[config.mk]
export PLATFORM = sky130hd
export DESIGN_NAME = apb_rr_master
export DESIGN_NICKNAME = d
export VERILOG_FILES = /design/src/rtl/apb_rr_master.sv
export SDC_FILE = /design/constraint.sdc
export NUM_CORES = 1
export LEC_CHECK = 0
export BUFFER_PORTS_ARGS = -buffer_cell sky130_fd_sc_hd__buf_2
export CORE_AREA = 2 2 159 161
export DETAILED_ROUTE_END_ITERATION = 8
export DIE_AREA = 0 0 161 163
export GPL_TIMING_DRIVEN = 0
export PLACE_DENSITY = 0.63
export SETUP_SLACK_MARGIN = 0.15
export SLEW_MARGIN = 5
export SYNTH_ARGS = -nofsm -noshare
export SYNTH_HDL_FRONTEND = slang
export SYNTH_SLANG_ARGS = --single-unit
[constraint.sdc]
create_clock -name clock -period 2.1 [get_ports clock]
set_input_delay 0.42 -clock clock [delete_from_list [all_inputs] [get_ports clock]]
set_output_delay 0.42 -clock clock [all_outputs]
set_load 0.01 [all_outputs]
[src/rtl/apb_rr_master.sv]
// apb_rr_master
// Shares one APB master port between NUM_REQ local requesters. A round-robin
// arbiter picks the next requester whenever the bus can take a new transfer.
// Each transfer runs through a SETUP cycle and an ACCESS cycle, with no wait
// states. A one-cycle response pulse then returns the read data and the index
// of the requester that owned the transfer.

module apb_rr_master #(
    parameter int NUM_REQ = 4,
    parameter int ADDR_W  = 32,
    parameter int DATA_W  = 32,
    localparam int ID_W   = $clog2(NUM_REQ)
) (
    input  logic                      clock,
    input  logic                      reset,

    // requester side
    input  logic [NUM_REQ-1:0]        req_valid,
    output logic [NUM_REQ-1:0]        req_ready,
    input  logic [NUM_REQ-1:0]        req_write,
    input  logic [NUM_REQ*ADDR_W-1:0] req_addr,
    input  logic [NUM_REQ*DATA_W-1:0] req_wdata,

    // completion side
    output logic                      rsp_valid,
    output logic [ID_W-1:0]           rsp_id,
    output logic                      rsp_write,
    output logic [DATA_W-1:0]         rsp_rdata,

    // APB side
    output logic [ADDR_W-1:0]         addr,
    output logic [DATA_W-1:0]         wdata,
    output logic                      write,
    output logic                      sel,
    output logic                      enable,
    input  logic [DATA_W-1:0]         rdata
);

    typedef enum logic [1:0] {
        ST_IDLE   = 2'd0,
        ST_SETUP  = 2'd1,
        ST_ACCESS = 2'd2
    } state_t;

    // registered state
    state_t            state_q,     state_d;
    logic [ID_W-1:0]   last_q,      last_d;
    logic [ADDR_W-1:0] addr_q,      addr_d;
    logic [DATA_W-1:0] wdata_q,     wdata_d;
    logic              write_q,     write_d;
    logic              sel_q,       sel_d;
    logic              enable_q,    enable_d;
    logic              rsp_valid_q, rsp_valid_d;
    logic [ID_W-1:0]   rsp_id_q,    rsp_id_d;
    logic              rsp_write_q, rsp_write_d;
    logic [DATA_W-1:0] rsp_rdata_q, rsp_rdata_d;

    // unpacked views of the requester payload buses
    logic [ADDR_W-1:0] slot_addr  [NUM_REQ];
    logic [DATA_W-1:0] slot_wdata [NUM_REQ];

    // arbitration results
    logic              arb_en;
    logic              grant_found;
    logic [ID_W-1:0]   grant_idx;
    logic              accept;

    // The owner of the transfer on the bus is always the last granted
    // requester, because the pointer moves exactly at each acceptance.
    logic [ID_W-1:0]   owner;
    assign owner = last_q;

    // A new request can be taken whenever the bus is not in SETUP: in IDLE,
    // or in ACCESS, so that back-to-back transfers are possible.
    assign arb_en = (state_q == ST_IDLE) || (state_q == ST_ACCESS);
    assign accept = arb_en && grant_found;

    genvar gi;
    generate
        for (gi = 0; gi < NUM_REQ; gi++) begin : g_slot
            assign slot_addr[gi]  = req_addr[gi*ADDR_W +: ADDR_W];
            assign slot_wdata[gi] = req_wdata[gi*DATA_W +: DATA_W];
            assign req_ready[gi]  = accept && (grant_idx == ID_W'(gi));
        end
    endgenerate

    // Round-robin search. It starts at last+1 and wraps. Scanning from the
    // farthest candidate down to the nearest lets the nearest valid
    // requester win.
    always_comb begin
        int          cand;
        logic [ID_W-1:0] cand_idx;
        grant_found = 1'b0;
        grant_idx   = '0;
        cand        = 0;
        cand_idx    = '0;
        for (int k = NUM_REQ; k >= 1; k--) begin
            cand = int'(last_q) + k;
            if (cand >= NUM_REQ) begin
                cand = cand - NUM_REQ;
            end
            cand_idx = cand[ID_W-1:0];
            if (req_valid[cand_idx]) begin
                grant_found = 1'b1;
                grant_idx   = cand_idx;
            end
        end
    end

    // Next-state, bus and response computation.
    always_comb begin
        state_d     = state_q;
        last_d      = last_q;
        addr_d      = addr_q;
        wdata_d     = wdata_q;
        write_d     = write_q;
        rsp_valid_d = 1'b0;
        rsp_id_d    = rsp_id_q;
        rsp_write_d = rsp_write_q;
        rsp_rdata_d = rsp_rdata_q;

        case (state_q)
            ST_IDLE: begin
                if (accept) begin
                    state_d = ST_SETUP;
                end
            end
            ST_SETUP: begin
                state_d = ST_ACCESS;
            end
            ST_ACCESS: begin
                // The transfer completes at the end of this cycle. Read
                // data is captured now and reported on the next cycle.
                rsp_valid_d = 1'b1;
                rsp_id_d    = owner;
                rsp_write_d = write_q;
                rsp_rdata_d = write_q ? '0 : rdata;
                state_d     = accept ? ST_SETUP : ST_IDLE;
            end
            default: begin
                state_d = ST_IDLE;
            end
        endcase

        // Latch the granted payload. In IDLE without a grant the previous
        // values are held on the bus.
        if (accept) begin
            last_d  = grant_idx;
            addr_d  = slot_addr[grant_idx];
            wdata_d = slot_wdata[grant_idx];
            write_d = req_write[grant_idx];
        end

        // sel and enable are registered and follow the next state. This
        // keeps sel high across ACCESS->SETUP and drops only enable.
        sel_d    = (state_d == ST_SETUP) || (state_d == ST_ACCESS);
        enable_d = (state_d == ST_ACCESS);
    end

    // State register with synchronous reset. A reset during a transfer
    // aborts it silently: no response pulse, and the bus is released.
    always_ff @(posedge clock) begin
        if (reset) begin
            state_q     <= ST_IDLE;
            last_q      <= ID_W'(NUM_REQ - 1);
            addr_q      <= '0;
            wdata_q     <= '0;
            write_q     <= 1'b0;
            sel_q       <= 1'b0;
            enable_q    <= 1'b0;
            rsp_valid_q <= 1'b0;
            rsp_id_q    <= '0;
            rsp_write_q <= 1'b0;
            rsp_rdata_q <= '0;
        end else begin
            state_q     <= state_d;
            last_q      <= last_d;
            addr_q      <= addr_d;
            wdata_q     <= wdata_d;
            write_q     <= write_d;
            sel_q       <= sel_d;
            enable_q    <= enable_d;
            rsp_valid_q <= rsp_valid_d;
            rsp_id_q    <= rsp_id_d;
            rsp_write_q <= rsp_write_d;
            rsp_rdata_q <= rsp_rdata_d;
        end
    end

    assign addr      = addr_q;
    assign wdata     = wdata_q;
    assign write     = write_q;
    assign sel       = sel_q;
    assign enable    = enable_q;
    assign rsp_valid = rsp_valid_q;
    assign rsp_id    = rsp_id_q;
    assign rsp_write = rsp_write_q;
    assign rsp_rdata = rsp_rdata_q;

endmodule

# ---- After elaboration in Yosys (flattened, before gate mapping)
# Cells that the tools add are included.
dict set report totals {
  register_bits 107
  latch_bits 0
  ram_bits 0
  romBits 0
  inputBits 298
  output_inout_bits 107
  n_memories 0
}
dict set report classes {
  addsub 8
  mul 0
  div 0
  order_cmp 10
  eq_ne 7
  shifts 0
  n_mux 33
  bitwise 1
  n_reduce_logical 9
}
# cell n
set op_table {}
lappend op_table {{$mux W32} 5}
lappend op_table {{$bmux W32 S2} 2}
lappend op_table {{$mux W2} 9}
lappend op_table {{$lt A2 B3 Y1 const B} 5}
lappend op_table {{$ge A3 B3 Y1 const B} 4}
lappend op_table {{$mux W1} 11}
lappend op_table {{$bmux W1 S2} 5}
lappend op_table {{$eq A2 B2 Y1 const B} 4}
lappend op_table {{$sub A2 B1 Y2 const B} 4}
lappend op_table {{$add A2 B2 Y3 const B} 2}
lappend op_table {{$eq A2 B1 Y1 const B} 3}
lappend op_table {{$pmux W2 S3} 1}
lappend op_table {{$logic_and A1 B1 Y1} 5}
lappend op_table {{$add A2 B3 Y4 const B} 1}
lappend op_table {{$ge A4 B3 Y1 const B} 1}
lappend op_table {{$logic_not A2 Y1} 2}
lappend op_table {{$add A2 B1 Y3 const B} 1}
lappend op_table {{$not A2 Y3} 1}
lappend op_table {{$logic_or A1 B1 Y1} 2}

# ---- Longest topological paths before layout
dict set report logic_depth {
  depth_word 14
  depth_mapped 8
  depth_no_buf 5
}

# ---- Worst setup path after synthesis
# No wires, ideal clock.
dict set report synth_path {
  kind {input to output}
  startpoint {input req_valid[3]}
  endpoint {output req_ready[0]}
  arrival_time_ps 1664
  t_required_ps 1680
  setup_slack_ps 16
  path_stages 5
  cell_sequence {and2b_1 -> o21ai_1 -> nand3_1 -> clkbuf_1 -> nor3_1}
}
dict set report synth_between {
  elab_chain_cells 8
}
# item line
set synth_rtl {}
lappend synth_rtl {{start, declared} 18} ;# input logic [NUM_REQ-1:0] req_valid,
lappend synth_rtl {{$bmux W1 S2} 103} ;# if (req_valid[cand_idx]) begin
lappend synth_rtl {{$mux W1 (not written as such)} 103}
lappend synth_rtl {{$mux W2 / $mux W1 (equally long branches) (4 in series)} 103}
lappend synth_rtl {{$logic_not A2 Y1 / $logic_and A1 B1 Y1 (equally long branches)} {83, 76}}
lappend synth_rtl {{$logic_and A1 B1 Y1 (*)} 83} ;# assign req_ready[gi] = accept && (grant_idx == ID_W'(gi));
lappend synth_rtl {{end, declared} 19} ;# output logic [NUM_REQ-1:0] req_ready,
# Mark *: on every way between the ends. The rest lies on a longest branch, timed or not. The select of a mux whose other input is x is not followed.

# ---- Worst setup path after layout
dict set report layout_path {
  startpoint {register last_q[0]}
  endpoint {output req_ready[0]}
}
dict set report layout_between {
  elab_chain_cells 11
}
# item line
set layout_rtl {}
lappend layout_rtl {{start, declared} 47} ;# logic [ID_W-1:0] last_q, last_d;
lappend layout_rtl {{start signal, assigned} 165} ;# last_q <= ID_W'(NUM_REQ - 1);
lappend layout_rtl {{start signal, assigned} 177} ;# last_q <= last_d;
lappend layout_rtl {{$add A2 B3 Y4} 98} ;# cand = int'(last_q) + k;
lappend layout_rtl {{$ge A4 B3 Y1 / $sub A2 B1 Y2 (equally long branches)} {99, 100}}
lappend layout_rtl {{$mux W2} 99} ;# if (cand >= NUM_REQ) begin
lappend layout_rtl {{$bmux W1 S2} 103}
lappend layout_rtl {{$mux W1 (not written as such)} 103}
lappend layout_rtl {{$mux W2 / $mux W1 (equally long branches) (4 in series)} 103}
lappend layout_rtl {{$logic_not A2 Y1 / $logic_and A1 B1 Y1 (equally long branches)} {83, 76}}
lappend layout_rtl {{$logic_and A1 B1 Y1 (*)} 83}
# Marks and branches as above.

==> metrics.md <==
| Metric | Value |
|---|---|
| Sequential Power Share | `~33%` |
| Post-route ant nets | `0` |
| Seq cells post-synth | `between 100 and 150` |
| Worst relative slew slack | `between 50% and 60%` |
| Setup crit end kind | `output pin` |
| Clock power frac | `25.0%` |
| Initial DRT Pass Iterations | `5` |
| Die area | `26,200 sq um` |
| Internal power | `approximately 4.5 mW` |
| Dominant cells by area after synthesis | `dfxtp_1, o31ai_1, a211oi_1` |
| Largest area contributor in the synthesized netlist | `dfxtp_1` |
| Leak | `4.55 nW` |
| Share of cells above drive strength 1 | `51.2%` |
| Final hold violation count | `0` |
| Pin count of the biggest net entering global routing | `22` |
| Post-synth ARST share | `0%` |
| Average size of a mapped cell | `between 8 and 9 sq um` |
| Number of buffers added on ports | `roughly 400` |
| Routability Congestion | `between 0.9 and 1` |
| Layout area overhead | `66.9%` |
| Row count | `58` |
| Placed insts | `~1,500` |
| Initial antenna violation count | `0` |
| RSZ-0062 raised after global routing | `true` |
| Longest Clk Path Bufs | `2` |
| Non-filler cells, final | `between 1,500 and 2,000` |
| Clk_lat worst skew | `approximately 0.35 ns` |
| List of most frequent post-synthesis cells | `dfxtp_1, nor2_1, clkbuf_1, nor2b_1, o31ai_1` |
| Via count | `between 7,000 and 8,000` |
| Arr. time, crit path | `1.91 ns` |
| Synthesized instance count | `726` |
| Hold Buf Count CTS | `0` |
| Initial drt markers | `659` |
| CTS tree | `yes` |
| Most frequent cell after synthesis | `dfxtp_1` |
| Core footprint | `about 25,000 sq um` |
| Die Width | `161 um` |
| Worst Path Required | `between 1.5 and 2 ns` |
| DRC | `0` |
| Setup TNS Final | `-0.831 ns` |
| Synth warn | `0` |
| Switching power | `between 2 and 3 mW` |
| Max_cap viols | `0` |
| Minimum clock period | `roughly 2.3 ns` |
| Hpwl dp | `around 22 mm` |
| Status | `complete, but fails checks` |
| Period utilization | `111%` |
| Min Hold Slack | `roughly 0.35 ns` |
| Multi-input gate area | `4170 sq um` |
| Fin nets | `1,474` |
| Clk_skew | `0.0144 ns` |
| Root buffer cell | `clkbuf_16` |
| Initial cell density of the core | `between 20% and 30%` |
| Routed length per instance | `19.3 um` |
| Register area share after synthesis | `between 30% and 40%` |
| EDFF count, synth | `0` |
| Global-route wire length before repair | `between 40 and 50 mm` |
| Clk slew on worst S/H paths | `roughly 0.080 ns` |
| Top_reg_cell synth | `dfxtp_1` |
| Setup Viol. Count Final | `6` |
| Gate power share | `41.7%` |
| Synthesized area | `between 6000 and 7000 sq um` |
| Tot Pwr | `7.05 mW` |
| TritonCTS Sinks | `about 110` |
| Ant. Diodes | `0` |
| Register area | `2120 sq um` |
| Total GRT Usage | `about a fifth` |
| Fill cell count | `approximately 2,500` |
| Crit-path max FO | `5` |
| Power Density | `roughly 700 nW/um^2` |
| Crit start category | `flip-flop` |
| Die Ht | `163 um` |
| Synth top area share | `34.8%` |
| Worst vdd ir | `between 0.5 and 0.6 mV` |
| Worst slew pin tran | `0.729 ns` |
| Max Fclk | `0.429 GHz` |
| H-tree Lvls | `3` |
| Slack of the critical path | `-0.229 ns` |
| Failing checks | `negative setup slack` |
| Vias in the first global route | `roughly 7,500` |
| GRT overflow | `0` |
| Critical path class | `flip-flop to output pin` |
| Net Count, Synth | `just over 1,000` |
| Switching Fraction | `~36%` |
| Detailed-route wire length | `roughly 29 mm` |
| Top Ports | `around 410` |
| Final Max Tran Viols | `0` |
| Cts bufs inserted | `9` |
| Yosys cell types | `31` |
| Hold Crit Class | `input pin to flip-flop` |
| Via-per-instance ratio | `5.12` |
[routing by layer]
metal	up-vias	global-route usage, %	part of all wire [%]
li1	3660	-	-
met1	3611	25.7	42
met2	408	36.1	48
met3	61	5.83	7.2
met4	0	6.98	2.8
met5	-	0	0
[registers in the layout, indices dropped and copies added, names as in the netlist]
name	flops
addr	32
rsp_id	2
sel	1
rsp_rdata	32
rsp_valid	1
rsp_write	1
write	1
state_q	2
wdata	32
last_q	2
[critical path, cell delays in order, from the launching register on]
cell	delay [ns]
dfxtp_2	0.35
and2b_2	0.25
o221a_4	0.28
buf_8	0.13
buf_8	0.11
buf_12	0.13
nor3_2	0.15
buf_2	0.15
[through the flow]
step           worst slack, ns  cell area [sq um]  utilization, %
2_1_floorplan            0.138               6120               -
3_3_place_gp            -0.948               8550            34.7
3_5_place_dp             -1.01               8550            34.7
4_1_cts                 -0.239              10000            40.5
5_1_grt                 -0.303              10200            41.2
6_report                -0.229              10200            41.2
[placed cells by master (no fill, tap or decap), types with 5 or more instances in the layout]
master,Yosys,layout
buf_2,19,405
dfxtp_1,106,105
nor2_1,76,73
o31ai_1,65,65
nor2b_1,65,59
a211oi_2,0,58
clkbuf_1,65,42
nand4_1,33,33
a311o_1,33,33
a31oi_1,33,33
nor3b_1,33,33
a21oi_1,34,33
nand3b_1,32,32
buf_6,3,19
buf_4,0,19
mux2i_1,36,18
clkbuf_2,0,15
clkbuf_16,0,12
mux2i_4,0,11
buf_8,0,9
buf_12,0,7
mux2i_2,0,7
nor2b_2,0,6
buf_16,0,5
[what timing repair did]
| item | CTS | global route |
|---|---|---|
| pin swaps | 57 | 16 |
| setup endpoints to repair | 71 | 90 |
| cloned | 5 | 0 |
| buffers inserted | 29 | 2 |
| resized for setup | 187 | 51 |
[cell type report]
cell class / instances / area share [%]
multi-input combinational: 527 / 41.0
sequential: 106 / 20.9
buffer: 92 / 6.69
clock buffer: 9 / 2.21
clock inverter: 7 / 0.824
tap: 330 / 4.06
inverter: 1 / 0.0369
timing repair buffer: 439 / 24.3
[final timing paths]
kind	depth (start not counted)	end	from	slack, ns
worst max-delay path	7	req_ready[0]	last_q[0]	-0.23
worst min-delay path	3	wdata[14]	req_wdata[78]	0.35
worst max register to register	8	addr[9]	last_q[1]	-0.01
worst min register to register	2	rsp_rdata[27]	rsp_rdata[27]	0.49
[cell families (layout without fill, tap and decap cells)]
logic type             count (synthesis)  in the layout  synth area share (%)
AO/OA/AOI/OAI                        239            239                  28.7
multiplexers                          36             36                  5.91
flip-flops                           106            106                  34.8
AND/OR/NAND/NOR                      252            252                  24.1
buffers and inverters                 93            548                  6.48
[power by group through the flow]
stage | sequential [mW] | combinational [mW] | clock, mW
finish | 2.35 | 2.94 | 1.76
floorplan | 2.47 | 1.12 | 0
detailed placement | 2.39 | 2.15 | 0
global route | 2.37 | 3.15 | 1.90
global placement | 2.38 | 2.15 | 0
CTS | 2.35 | 2.84 | 1.84
(Power assumes the default switching activity.)
